[config.mk]
export PLATFORM = sky130hd
export DESIGN_NAME = mult_div_unit_flat
export DESIGN_NICKNAME = d
export VERILOG_FILES = /design/src/rtl/mdu_pkg.sv /design/src/rtl/mult_div_unit_if.sv /design/src/rtl/mult_div_unit.sv /design/src/flat_wrapper.sv
export SDC_FILE = /design/constraint.sdc
export NUM_CORES = 1
export LEC_CHECK = 0
export ABC_AREA = 1
export ABC_CLOCK_PERIOD_IN_PS = 6200
export CAP_MARGIN = 20
export CORE_MARGIN = 1
export CORE_UTILIZATION = 32
export CTS_CLUSTER_SIZE = 40
export DETAILED_ROUTE_END_ITERATION = 8
export MAX_ROUTING_LAYER = met4
export SLEW_MARGIN = 5
export SYNTH_ARGS = -nofsm -noshare
export SYNTH_HDL_FRONTEND = slang
export SYNTH_SLANG_ARGS = --single-unit
[constraint.sdc]
create_clock -name clk -period 6.2 [get_ports clk]
set_input_delay 0.62 -clock clk [delete_from_list [all_inputs] [get_ports clk]]
set_output_delay 0.62 -clock clk [all_outputs]
set_load 0.02 [all_outputs]
[src/rtl/mdu_pkg.sv]
// rtl/mdu_pkg.sv - shared encodings and constants for the multiply/divide unit
package mdu_pkg;

  localparam int MDU_WIDTH = 32;
  // Cycles from the start edge to the cycle in which done is high.
  localparam int LATENCY = MDU_WIDTH + 2;

  typedef enum logic [1:0] {
    OP_MULT  = 2'b00,
    OP_MULTU = 2'b01,
    OP_DIV   = 2'b10,
    OP_DIVU  = 2'b11
  } mduOp_t;

  typedef enum logic [2:0] {
    IDLE,
    MUL,
    DIV,
    FIX,
    DONE
  } mduState_t;

endpackage

[src/rtl/mult_div_unit_if.sv]
// rtl/mult_div_unit_if.sv - operand/command and HI/LO result bundle of the multiply/divide unit
interface mult_div_unit_if #(
  parameter int WIDTH = 32
);

  logic             start;
  logic [1:0]       op;
  logic [WIDTH-1:0] operandA;
  logic [WIDTH-1:0] operandB;
  logic             hiWrite;
  logic             loWrite;
  logic             busy;
  logic             done;
  logic             divByZero;
  logic [WIDTH-1:0] hi;
  logic [WIDTH-1:0] lo;

  modport master (
    output start, op, operandA, operandB, hiWrite, loWrite,
    input  busy, done, divByZero, hi, lo
  );

  modport slave (
    input  start, op, operandA, operandB, hiWrite, loWrite,
    output busy, done, divByZero, hi, lo
  );

endinterface

[src/rtl/mult_div_unit.sv]
// rtl/mult_div_unit.sv - iterative MULT/MULTU/DIV/DIVU into HI/LO with mthi/mtlo access
module mult_div_unit
  import mdu_pkg::*;
#(
  parameter int WIDTH = MDU_WIDTH
) (
  input  logic             clk,
  input  logic             rst_n,
  mult_div_unit_if.slave   bus
);

  localparam int CW = $clog2(WIDTH) + 1;

  mduState_t          state, stateNext;
  logic               divOp;
  logic               negRes;
  logic               negRem;
  logic [WIDTH-1:0]   operand;
  logic [2*WIDTH-1:0] acc;
  logic [CW-1:0]      cnt;
  logic [WIDTH-1:0]   hiReg, loReg;
  logic               divByZeroReg;

  logic               launch, isSigned, isDiv, bZero, subtract;
  logic [WIDTH-1:0]   magA, magB;
  logic [WIDTH:0]     addLhs, addRhs, addSum;
  logic [2*WIDTH-1:0] prodFix;
  logic [WIDTH-1:0]   quoFix, remFix;

  assign isSigned = ~bus.op[0];
  assign isDiv    = bus.op[1];
  assign bZero    = (bus.operandB == '0);
  assign launch   = (state == IDLE) && bus.start;
  assign magA     = (isSigned && bus.operandA[WIDTH-1]) ? -bus.operandA : bus.operandA;
  assign magB     = (isSigned && bus.operandB[WIDTH-1]) ? -bus.operandB : bus.operandB;

  // One adder serves both loops: add multiplicand in MUL, trial-subtract divisor in DIV.
  assign subtract = (state == DIV);
  assign addLhs   = subtract ? acc[2*WIDTH-1:WIDTH-1] : {1'b0, acc[2*WIDTH-1:WIDTH]};
  assign addRhs   = subtract ? ~{1'b0, operand} : {1'b0, operand};
  assign addSum   = addLhs + addRhs + {{WIDTH{1'b0}}, subtract};

  assign prodFix  = negRes ? -acc : acc;
  assign quoFix   = negRes ? -acc[WIDTH-1:0] : acc[WIDTH-1:0];
  assign remFix   = negRem ? -acc[2*WIDTH-1:WIDTH] : acc[2*WIDTH-1:WIDTH];

  always_ff @(posedge clk or negedge rst_n) begin
    if (!rst_n) state <= IDLE;
    else        state <= stateNext;
  end

  always_comb begin
    stateNext = state;
    case (state)
      IDLE: if (bus.start) stateNext = isDiv ? (bZero ? FIX : DIV) : MUL;
      MUL:  if (cnt == CW'(WIDTH-1)) stateNext = FIX;
      DIV:  if (cnt == CW'(WIDTH-1)) stateNext = FIX;
      FIX:  stateNext = DONE;
      DONE: stateNext = IDLE;
      default: stateNext = IDLE;
    endcase
  end

  always_ff @(posedge clk or negedge rst_n) begin
    if (!rst_n) begin
      divOp        <= 1'b0;
      negRes       <= 1'b0;
      negRem       <= 1'b0;
      operand      <= '0;
      acc          <= '0;
      cnt          <= '0;
      hiReg        <= '0;
      loReg        <= '0;
      divByZeroReg <= 1'b0;
    end else begin
      if (launch) begin
        divOp        <= isDiv;
        cnt          <= '0;
        divByZeroReg <= isDiv && bZero;
        if (isDiv && bZero) begin
          // Preloading the fixed result lets FIX pass it through untouched.
          negRes  <= 1'b0;
          negRem  <= 1'b0;
          operand <= '0;
          acc     <= {bus.operandA, {WIDTH{1'b1}}};
        end else begin
          negRes  <= isSigned && (bus.operandA[WIDTH-1] ^ bus.operandB[WIDTH-1]);
          negRem  <= isSigned && bus.operandA[WIDTH-1];
          operand <= isDiv ? magB : magA;
          acc     <= {{WIDTH{1'b0}}, isDiv ? magA : magB};
        end
      end else if (state == IDLE) begin
        if (bus.hiWrite) hiReg <= bus.operandA;
        if (bus.loWrite) loReg <= bus.operandA;
      end else if (state == MUL) begin
        acc <= acc[0] ? {addSum, acc[WIDTH-1:1]} : {1'b0, acc[2*WIDTH-1:1]};
        cnt <= cnt + CW'(1);
      end else if (state == DIV) begin
        acc <= addSum[WIDTH] ? {acc[2*WIDTH-2:0], 1'b0}
                             : {addSum[WIDTH-1:0], acc[WIDTH-2:0], 1'b1};
        cnt <= cnt + CW'(1);
      end else if (state == FIX) begin
        {hiReg, loReg} <= divOp ? {remFix, quoFix} : prodFix;
      end
    end
  end

  assign bus.busy      = (state != IDLE);
  assign bus.done      = (state == DONE);
  assign bus.divByZero = divByZeroReg;
  assign bus.hi        = hiReg;
  assign bus.lo        = loReg;

endmodule

[src/flat_wrapper.sv]
// flat-port wrapper written by rule: the top's interface ports become plain ports
module mult_div_unit_flat import mdu_pkg::*;
#(
  parameter int WIDTH = MDU_WIDTH
)
  (clk, rst_n, bus_start, bus_op, bus_operandA, bus_operandB, bus_hiWrite, bus_loWrite, bus_busy, bus_done, bus_divByZero, bus_hi, bus_lo);
  mult_div_unit_if #(.WIDTH(WIDTH)) bus_i ();
  input  logic clk;
  input  logic rst_n;
  input wire logic [$bits(bus_i.start)-1:0] bus_start;
  input wire logic [$bits(bus_i.op)-1:0] bus_op;
  input wire logic [$bits(bus_i.operandA)-1:0] bus_operandA;
  input wire logic [$bits(bus_i.operandB)-1:0] bus_operandB;
  input wire logic [$bits(bus_i.hiWrite)-1:0] bus_hiWrite;
  input wire logic [$bits(bus_i.loWrite)-1:0] bus_loWrite;
  output wire logic [$bits(bus_i.busy)-1:0] bus_busy;
  output wire logic [$bits(bus_i.done)-1:0] bus_done;
  output wire logic [$bits(bus_i.divByZero)-1:0] bus_divByZero;
  output wire logic [$bits(bus_i.hi)-1:0] bus_hi;
  output wire logic [$bits(bus_i.lo)-1:0] bus_lo;
  assign bus_i.start = bus_start;
  assign bus_i.op = bus_op;
  assign bus_i.operandA = bus_operandA;
  assign bus_i.operandB = bus_operandB;
  assign bus_i.hiWrite = bus_hiWrite;
  assign bus_i.loWrite = bus_loWrite;
  assign bus_busy = bus_i.busy;
  assign bus_done = bus_i.done;
  assign bus_divByZero = bus_i.divByZero;
  assign bus_hi = bus_i.hi;
  assign bus_lo = bus_i.lo;
  mult_div_unit #(.WIDTH(WIDTH)) u_core (.clk(clk), .rst_n(rst_n), .bus(bus_i));
endmodule
==> impl_metrics.toml <==
[synthesis]
synth_seq_cells = 173
ys_warn_count = 0
synth_enable_flop_cells = 0
mappedNetlistNets = 2760
dominantRegCellSynth = "sky130_fd_sc_hd__dfrtp_1"
post_synth_num_cell_types = 65
yosysSeqAreaShare = 0.258
syn_inst = 2652
ys_async_sr_fraction = 1.00
mappedNetlistArea_um2 = 16800
synth.avg_cell_area_um2 = 6.33

[timing]
maxClockFrequency_mhz = 219
max-slew-margin-rel = 0.338
timing.final.crit_share = 0.735
grt_setup_unrepaired = "false"
max_slew.worst_pin.slew_ps = 989
final-hold-violation-count = 0
setup-tns-final_ps = 0
final_number_of_setup_violating_endpoints = 0
final_max_slew_viols = 0
worst_clock_skew_on_the_final_layout_ps = 17.0
min_period_ps = 4560

[clock_tree]
htree_levels = 4
cts_resized = 0
post_cts_buffers = 0
clkSlewWorstSetupHoldPaths_ps = 80
ctsRootBufferMaster = "sky130_fd_sc_hd__clkbuf_16"
numCtsBuffers = 17
cts_tree = "built"
clk-insertion-delay-late_ps = 480
clk_path_buf_depth = 2
cts_hold_repair.buffers = 0
clkSinkCount = 173

[critical_path]
critical_path_arrival_ps = 4960
cp_cell_sequence = "inv_1 > nand3_4 > buf_4 > nand2_1 > o21ai_0 > fa_1 > nand3_1 > nand3_2 > nand2_1 > nand3_2 > nand2_1 > nand2_2 > nand3b_4 > nand3_1 > nand2_2 > nand2_2 > o21ai_0 > o21ai_0 > a21boi_1"
critical_path_peak_fanout = 54
timing.critical_path.to_type = "flop"
worstSetupEndpoint = "u_core.acc[39]"
critical_path_class = "reg -> reg"
setup.reg_to_reg.worst_slack_ps = 1640
required_ps = 6600
cp_slowest_stage_delay_ps = 560
critPathLaunch = "u_core.state[0]"
reg2reg_depth = 19
worstReg2RegStart = "u_core.state[0]"
r2r_end = "u_core.acc[39]"
critPathSlowestCell = "sky130_fd_sc_hd__nand3_4"
crit_path_start_kind = "flop"

[die]
dieWidth_um = 231
die_area_um2 = 53400
coreArea_um2 = 51600
die-height_um = 231
io-pin-count = 138
std_cell_rows = 83
start_util = 0.325

[global_route]
global_route_wire_length_before_repair_um = 120000
first_global_vias = 18100
globalRoute.totalOverflow = 0
grt_max_degree = 90
global_route.usage.total = 0.316
grt_antenna_before_repair = 1

[cells_and_area]
sequential_cell_area_um2 = 4330
final_layout_size_suffix_gt1_frac = 0.0610
fillCellCount = 5570
nets = 2817
area_delta_synth_final_pct = 15.0
total_area_of_multi_input_combinational_cells_um2 = 10900

[status]
status = "finished, final reports clean"

[drt]
wl_per_cell_um = 24.3
avgViaCountPerCell = 5.63
number_of_design_rule_violations_left_by_the_first_detailed_router_iteration = 1980
drt_wl_total_um = 82600
ant_nets = 0
firstDrtPassIters = 6
vias = 19200
drcViolationCount = 0

[worst_hold_path]
hp-class = "in -> async"

[placement]
port-buffer-count = 137
gp_congestion = 0.997
hpwl_um = 65800

[job]
cap_viol_max_count = 0
cell families (layout without fill, tap and decap cells):
group,Yosys count,in the layout,synth area share
multiplexers,1,1,0.000596
flip-flops,173,173,0.258
AND/OR/NAND/NOR,1265,1265,0.329
buffers and inverters,402,472,0.0949
XOR/XNOR,115,115,0.0600
other,0,1,0
adder cells (fa/ha/maj),37,37,0.0280
AO/OA/AOI/OAI,659,659,0.230
synth_stat cells, drive strengths merged, types with 13 or more instances:
master / n / area share
ha: 36 / 0.027
dfrtp: 173 / 0.26
clkbuf: 76 / 0.017
nor2: 282 / 0.069
inv: 275 / 0.061
buf: 49 / 0.016
xor2: 73 / 0.038
a31oi: 29 / 0.011
nand3: 206 / 0.064
xnor2: 42 / 0.022
nor3: 45 / 0.016
a21oi: 170 / 0.052
a2bb2oi: 18 / 0.0094
a21boi: 32 / 0.014
nand2: 676 / 0.15
o221ai: 13 / 0.0068
o21ai: 295 / 0.088
o21a: 18 / 0.0080
o211ai: 36 / 0.017
nand4: 22 / 0.0086
state kept, by name (all words and copies together) (netlist names):
signal and cells:
u_core.operand 32, u_core.acc 64, u_core.cnt 6, u_core.bus.hi 32, u_core.negRem 1, u_core.bus.divByZero 1
u_core.negRes 1, u_core.state 3, u_core.bus.lo 32, u_core.divOp 1
layout make-up:
| cell class | instances | share of cell area |
|---|---|---|
| clock inverters | 15 | 0.0101 |
| multi-input cells | 2077 | 0.564 |
| inverters | 277 | 0.0538 |
| diodes | 1 | 0.000130 |
| repair buffers | 163 | 0.0812 |
| clock buffers | 17 | 0.0220 |
| well taps | 680 | 0.0440 |
| flip-flops and latches | 173 | 0.224 |
cell usage in the layout (no fill, tap or decap), drive strengths merged, types with 32 or more instances in the layout:
| cell type | instances |
|---|---|
| nand2 | 676 |
| o21ai | 295 |
| inv | 284 |
| nor2 | 282 |
| nand3 | 206 |
| dfrtp | 173 |
| a21oi | 170 |
| clkdlybuf4s50 | 136 |
| xor2 | 73 |
| nor3 | 45 |
| xnor2 | 42 |
| ha | 36 |
| o211ai | 36 |
| a21boi | 32 |
worst min-delay path by stage:
| stage | end | slack, ps | cells past startpoint |
|---|---|---|---|
| final | u_core.bus.hi[27] | 220 | 1 |
| after global routing | u_core.bus.hi[23] | 290 | 1 |
| after CTS | u_core.bus.hi[24] | 260 | 1 |
| after detailed placement | u_core.bus.hi[0] | 470 | 2 |
| after global placement | u_core.bus.lo[22] | 470 | 2 |
| after floorplan | u_core.acc[0] | 320 | 0 |
layer usage:
metal	global-route usage	up-vias	share of wire
li1	-	8937	-
met1	0.415	9266	0.43
met2	0.482	832	0.45
met3	0.0452	137	0.073
met4	0.142	0	0.047
met5	-	-	0
stage by stage:
stage	setup WS, ps	instances	hold slack, ps	utilization	instance area, µm²
after floorplan	2950	2652	324	-	16800
after global placement	1940	3370	472	0.362	18700
after detailed placement	1790	3370	474	0.362	18700
after CTS	1760	3402	262	0.374	19300
after global routing	1290	3402	288	0.374	19300
final	1640	3403	223	0.374	19300
worst max-delay path: cells and delay by family (launching register included):
kind / cells / cell delay [ps]
AOI/OAI and AO/OA: 4 / 710
adders and majority gates: 1 / 510
buffers and inverters: 2 / 720
DFF: 1 / 410
and+or+nand+nor: 12 / 2130
Power is not shown: default switching activity piles up to over one toggle a cycle in this logic, so the estimate is an artifact.
